--- src/rtl/alu_arb.sv ---
// Two-requester round-robin front end for a shared, externally supplied ALU.
// Each granted operation spends one cycle in EXEC, captures the result, then one cycle in DONE.
module alu_arb (
  input  logic       clk,
  input  logic       rst,
  input  logic       req0,
  input  logic       req1,
  input  logic [3:0] a0,
  input  logic [3:0] b0,
  input  logic [3:0] a1,
  input  logic [3:0] b1,
  input  logic [2:0] op0,
  input  logic [2:0] op1,
  output logic       gnt0,
  output logic       gnt1,
  output logic [3:0] alu_a,
  output logic [3:0] alu_b,
  output logic [2:0] alu_opt,
  input  logic [3:0] alu_out,
  input  logic       alu_carry,
  input  logic       alu_overflow,
  input  logic       alu_sign,
  input  logic       alu_zero,
  input  logic       alu_parity,
  output logic [3:0] res,
  output logic [4:0] flags,
  output logic       done0,
  output logic       done1,
  output logic       busy
);

  typedef enum logic [1:0] {IDLE, EXEC, DONE} state_t;

  state_t state, state_nx;
  logic   last;   // requester served most recently (1 after reset, so req0 wins the first tie)
  logic   owner;  // requester of the operation in flight
  logic   grant;
  logic   pick;   // 1 selects requester 1

  always_ff @(posedge clk or posedge rst) begin
    if (rst) state <= IDLE;
    else     state <= state_nx;
  end

  always_comb begin
    state_nx = state;
    grant    = 1'b0;
    pick     = 1'b0;
    case (state)
      IDLE: if (req0 || req1) begin
        grant    = 1'b1;
        // A lone requester always wins; on a tie the one not served last wins.
        pick     = req1 && (!req0 || !last);
        state_nx = EXEC;
      end
      EXEC:    state_nx = DONE;
      DONE:    state_nx = IDLE;
      default: state_nx = IDLE;
    endcase
  end

  always_ff @(posedge clk or posedge rst) begin
    if (rst) begin
      gnt0    <= 1'b0;
      gnt1    <= 1'b0;
      done0   <= 1'b0;
      done1   <= 1'b0;
      alu_a   <= '0;
      alu_b   <= '0;
      alu_opt <= '0;
      res     <= '0;
      flags   <= '0;
      last    <= 1'b1;
      owner   <= 1'b0;
    end else begin
      gnt0  <= grant && !pick;
      gnt1  <= grant && pick;
      done0 <= (state == EXEC) && !owner;
      done1 <= (state == EXEC) && owner;
      if (grant) begin
        alu_a   <= pick ? a1  : a0;
        alu_b   <= pick ? b1  : b0;
        alu_opt <= pick ? op1 : op0;
        last    <= pick;
        owner   <= pick;
      end
      if (state == EXEC) begin
        res   <= alu_out;
        flags <= {alu_carry, alu_overflow, alu_sign, alu_zero, alu_parity};
      end
    end
  end

  assign busy = (state != IDLE);

endmodule
--- config.mk ---
export PLATFORM = sky130hd
export DESIGN_NAME = alu_arb
export DESIGN_NICKNAME = d
export VERILOG_FILES = /design/src/rtl/alu_arb.sv
export SDC_FILE = /design/constraint.sdc
export NUM_CORES = 1
export LEC_CHECK = 0
export BUFFER_PORTS_ARGS = -buffer_cell sky130_fd_sc_hd__buf_2
export CORE_MARGIN = 2
export CORE_UTILIZATION = 43
export CTS_CLUSTER_DIAMETER = 100
export DETAILED_ROUTE_END_ITERATION = 16
export PLACE_DENSITY_LB_ADDON = 0.12
export SYNTH_ARGS = -nofsm -noshare
export SYNTH_HDL_FRONTEND = slang
export SYNTH_SLANG_ARGS = --single-unit
--- constraint.sdc ---
create_clock -name clk -period 1.8 [get_ports clk]
set_clock_uncertainty 0.1 [all_clocks]
set_input_delay 0.18 -clock clk [delete_from_list [all_inputs] [get_ports clk]]
set_output_delay 0.18 -clock clk [all_outputs]
set_load 0.02 [all_outputs]
==> results.sh <==
export IMPL_drt_iter0_markers=14
export IMPL_die_w_um=55.12
export IMPL_drv_slew=0
export IMPL_synthArstFlopShare_pct=100.0
export IMPL_synth_seq_cells=28
export IMPL_synth_top_cells_by_area="dfrtp_1 60%, mux2_2 9.0%, a221o_1 5.3%"
export IMPL_clk_pin_slew_worst_paths_ps=150
export IMPL_clockBufferDepth=2
export IMPL_synth_flop_cell="dfrtp_1"
export IMPL_worstPathArrival_ps=1330
export IMPL_p_int_mw=1.662
export IMPL_areaGrowthSynthToFinish_pct=51.89
export IMPL_first_global_vias=924
export IMPL_pwr_share_clk_pct=10.7
export IMPL_p_seq_share_pct=38.6
export IMPL_setup_tns_final_ps=0
export IMPL_drv_cap=0
export IMPL_wl_per_cell_um=12.62
export IMPL_diodes=0
export IMPL_crit_path_start="state[1]$_DFFE_PP0P_"
export IMPL_fin_crit_sh_pct=89.20
export IMPL_finalNonFillerCells=205
export IMPL_clock_sinks=28
export IMPL_p_switching_mw=1.121
export IMPL_rsz0062_at_grt="no"
export IMPL_synth_nets=126
export IMPL_max_clock_freq_mhz=622.8
export IMPL_drive_above_1_share_pct=45.14
export IMPL_status="complete, no violations"
export IMPL_cts_tree="yes"
export IMPL_critPathKind="flop to output port"
export IMPL_ys_types=20
export IMPL_grt_max_degree=29
export IMPL_synth_warnings=0
export IMPL_slew_headroom_pct=58.51
export IMPL_synthCells=91
export IMPL_power_leakage_nw=0.8959
export IMPL_routabilityCongestion=0.7295
export IMPL_syn_area_per_cell_sq_um=12.35
export IMPL_synth_most_common_cell="dfrtp_1"
export IMPL_cts_resized=0
export IMPL_power_density_mw_per_mm2=1631
export IMPL_p_comb_share_pct=50.7
export IMPL_crit_chain="nor2_1 -> buf_4 -> inv_1 -> buf_2"
export IMPL_cts_setup_buffers=0
export IMPL_synth_commonest_cells="27 x dfrtp_1, 11 x nand2_1, 9 x mux2_2"
export IMPL_holdBufCountCts=22
export IMPL_grt_pass1_wl_um=3877
export IMPL_hold_path_class="input port to flop"
export IMPL_cts_max_level=1
export IMPL_clock_latency_ps=320
export IMPL_overflow=0
export IMPL_holdCritStartpoint="b1[1]"
export IMPL_cts_root_buf="clkbuf_4"
export IMPL_critical_path_endpoint_type="output port"
export IMPL_pin_count=60
export IMPL_portBuffers=59
export IMPL_die_h_um=55.12
export IMPL_place_hpwl_um=1831
export IMPL_viasPerCell=4.873
export IMPL_crit_path_top_delay_cell="dfrtp_1"
export IMPL_grt_usage_pct=18.05
export IMPL_hold_violations=0
export IMPL_p_sw_share_pct=40.28
export IMPL_critPathMaxStageDelay_ps=400
export IMPL_cts_made_buffers=3
export IMPL_fp_dieArea_sq_mm=0.003038
export IMPL_r2r_start="last$_DFFE_PP1P_"
export IMPL_seq_area_frac_synth_pct=62.47
export IMPL_coreArea_sq_mm=0.002477
export IMPL_dp_cells=179
export IMPL_dr_pass1_iters=3
export IMPL_rows=18
export IMPL_ff2ff_setup_slack_ps=220
export IMPL_worst_pin_slew_ps=616.8
export IMPL_yosysTopAreaCellShare_pct=60.13
export IMPL_cp_max_fo=6
export IMPL_cp_start_kind="flop"
export IMPL_peakVddDrop_uv=1087
export IMPL_synthesis_area_sq_mm=0.001124
export IMPL_start_util_pct=45.35
export IMPL_drtAntennaViolNets=0
export IMPL_synth_edf_count=0
export IMPL_vias=999
export IMPL_min_period_ps=1606
export IMPL_required_ps=1520
export IMPL_drcViolationCount=0
export IMPL_antenna_found_initial=0
export IMPL_finalWirelength_um=2588
export IMPL_synth_top_area_cell="dfrtp_1"
export IMPL_finalSetupViolCount=0
export IMPL_fill_cells=203
export IMPL_final_nets=211
## cell type report
type	count	area, sq um	share of cell area, %
tap	30	37.54	2.199
clock buffer	4	36.28	2.126
multi-input combinational	53	366.6	21.48
sequential	28	701.9	41.13
timing repair buffer	85	545.5	31.96
inverter	5	18.77	1.100
## kinds of logic (layout without fill, tap and decap cells)
logic type,count (synthesis),in the layout,share of synthesized area [%]
compound gates,20,20,13.14
mux,9,9,9.020
buf+inv,10,94,4.900
simple gates,24,24,10.47
flops,28,28,62.47
## power groups by stage
stage / combinational [mW] / sequential, mW / clock, mW
after CTS: 1.43 / 1.08 / 0.312
final: 1.41 / 1.07 / 0.299
after detailed placement: 1.38 / 1.09 / 0
after global routing: 1.54 / 1.11 / 0.330
after global placement: 1.36 / 1.08 / 0
after floorplan: 0.605 / 1.42 / 0
## per-stage QoR
stage          power, mW  cell area, sq um  util (%)  hold WS [ps]  worst slack, ps
6_report           2.784              1707     68.89         11.05            194.4
5_1_grt            2.983              1707     68.89         6.572            97.11
4_1_cts            2.815              1707     68.89        0.4557            179.0
3_5_place_dp       2.479              1450     58.54         163.9            253.3
3_3_place_gp       2.436              1450     58.54         154.2            343.3
2_1_floorplan      2.023              1124         -         144.7            390.5
## per-layer routing
layer | vias to the layer above | GRT usage (%) | wire length (um)
met2 | 38 | 31.75 | 1294
li1 | 490 | - | -
met5 | - | 0 | 0
met4 | 0 | 7.317 | 20
met3 | 2 | 2.419 | 149
met1 | 469 | 22.20 | 1124
## critical path, delay by kind of cell (launching register included)
kind	cells	cell delay [ps]
flops	1	400
simple gates	1	180
buf+inv	3	420
## flip-flops by register name, summed over array words and instances, names as in the netlist
signal / count
flags: 5
alu_a: 4
alu_b: 4
res: 4
alu_opt: 3
state: 2
done0: 1
done1: 1
gnt0: 1
gnt1: 1
last: 1
owner: 1
## final timing paths
| kind | cells past startpoint | to |
|---|---|---|
| max reg2reg | 4 | alu_b[2]$_DFFE_PP0P_ |
| min in group asynchronous | 4 | alu_opt[2]$_DFFE_PP0P_ |
| max in group asynchronous | 4 | last$_DFFE_PP1P_ |
| min reg2reg | 1 | done0$_DFF_PP0_ |
| min | 3 | alu_b[1]$_DFFE_PP0P_ |
| max | 4 | busy |
## cells in the final DEF (no fill, tap or decap)
cell type      synthesis  routed
buf_2                  2      59
dfrtp_1               27      27
dlygate4sd3_1          0      22
nand2_1               11      11
mux2_2                 9       9
and3_1                 6       6
a221o_1                6       6
inv_1                  5       5
a21oi_1                5       5
a31oi_1                5       5
nor2_1                 4       4
buf_4                  0       4
clkbuf_4               0       3
nand2b_1               1       1
or2_1                  1       1
a21bo_2                1       1
and3_4                 1       1
a21boi_0               1       1
o22ai_1                1       1
a21o_1                 1       1
clkbuf_8               0       1
dfstp_2                1       1
(Power assumes the default switching activity.)
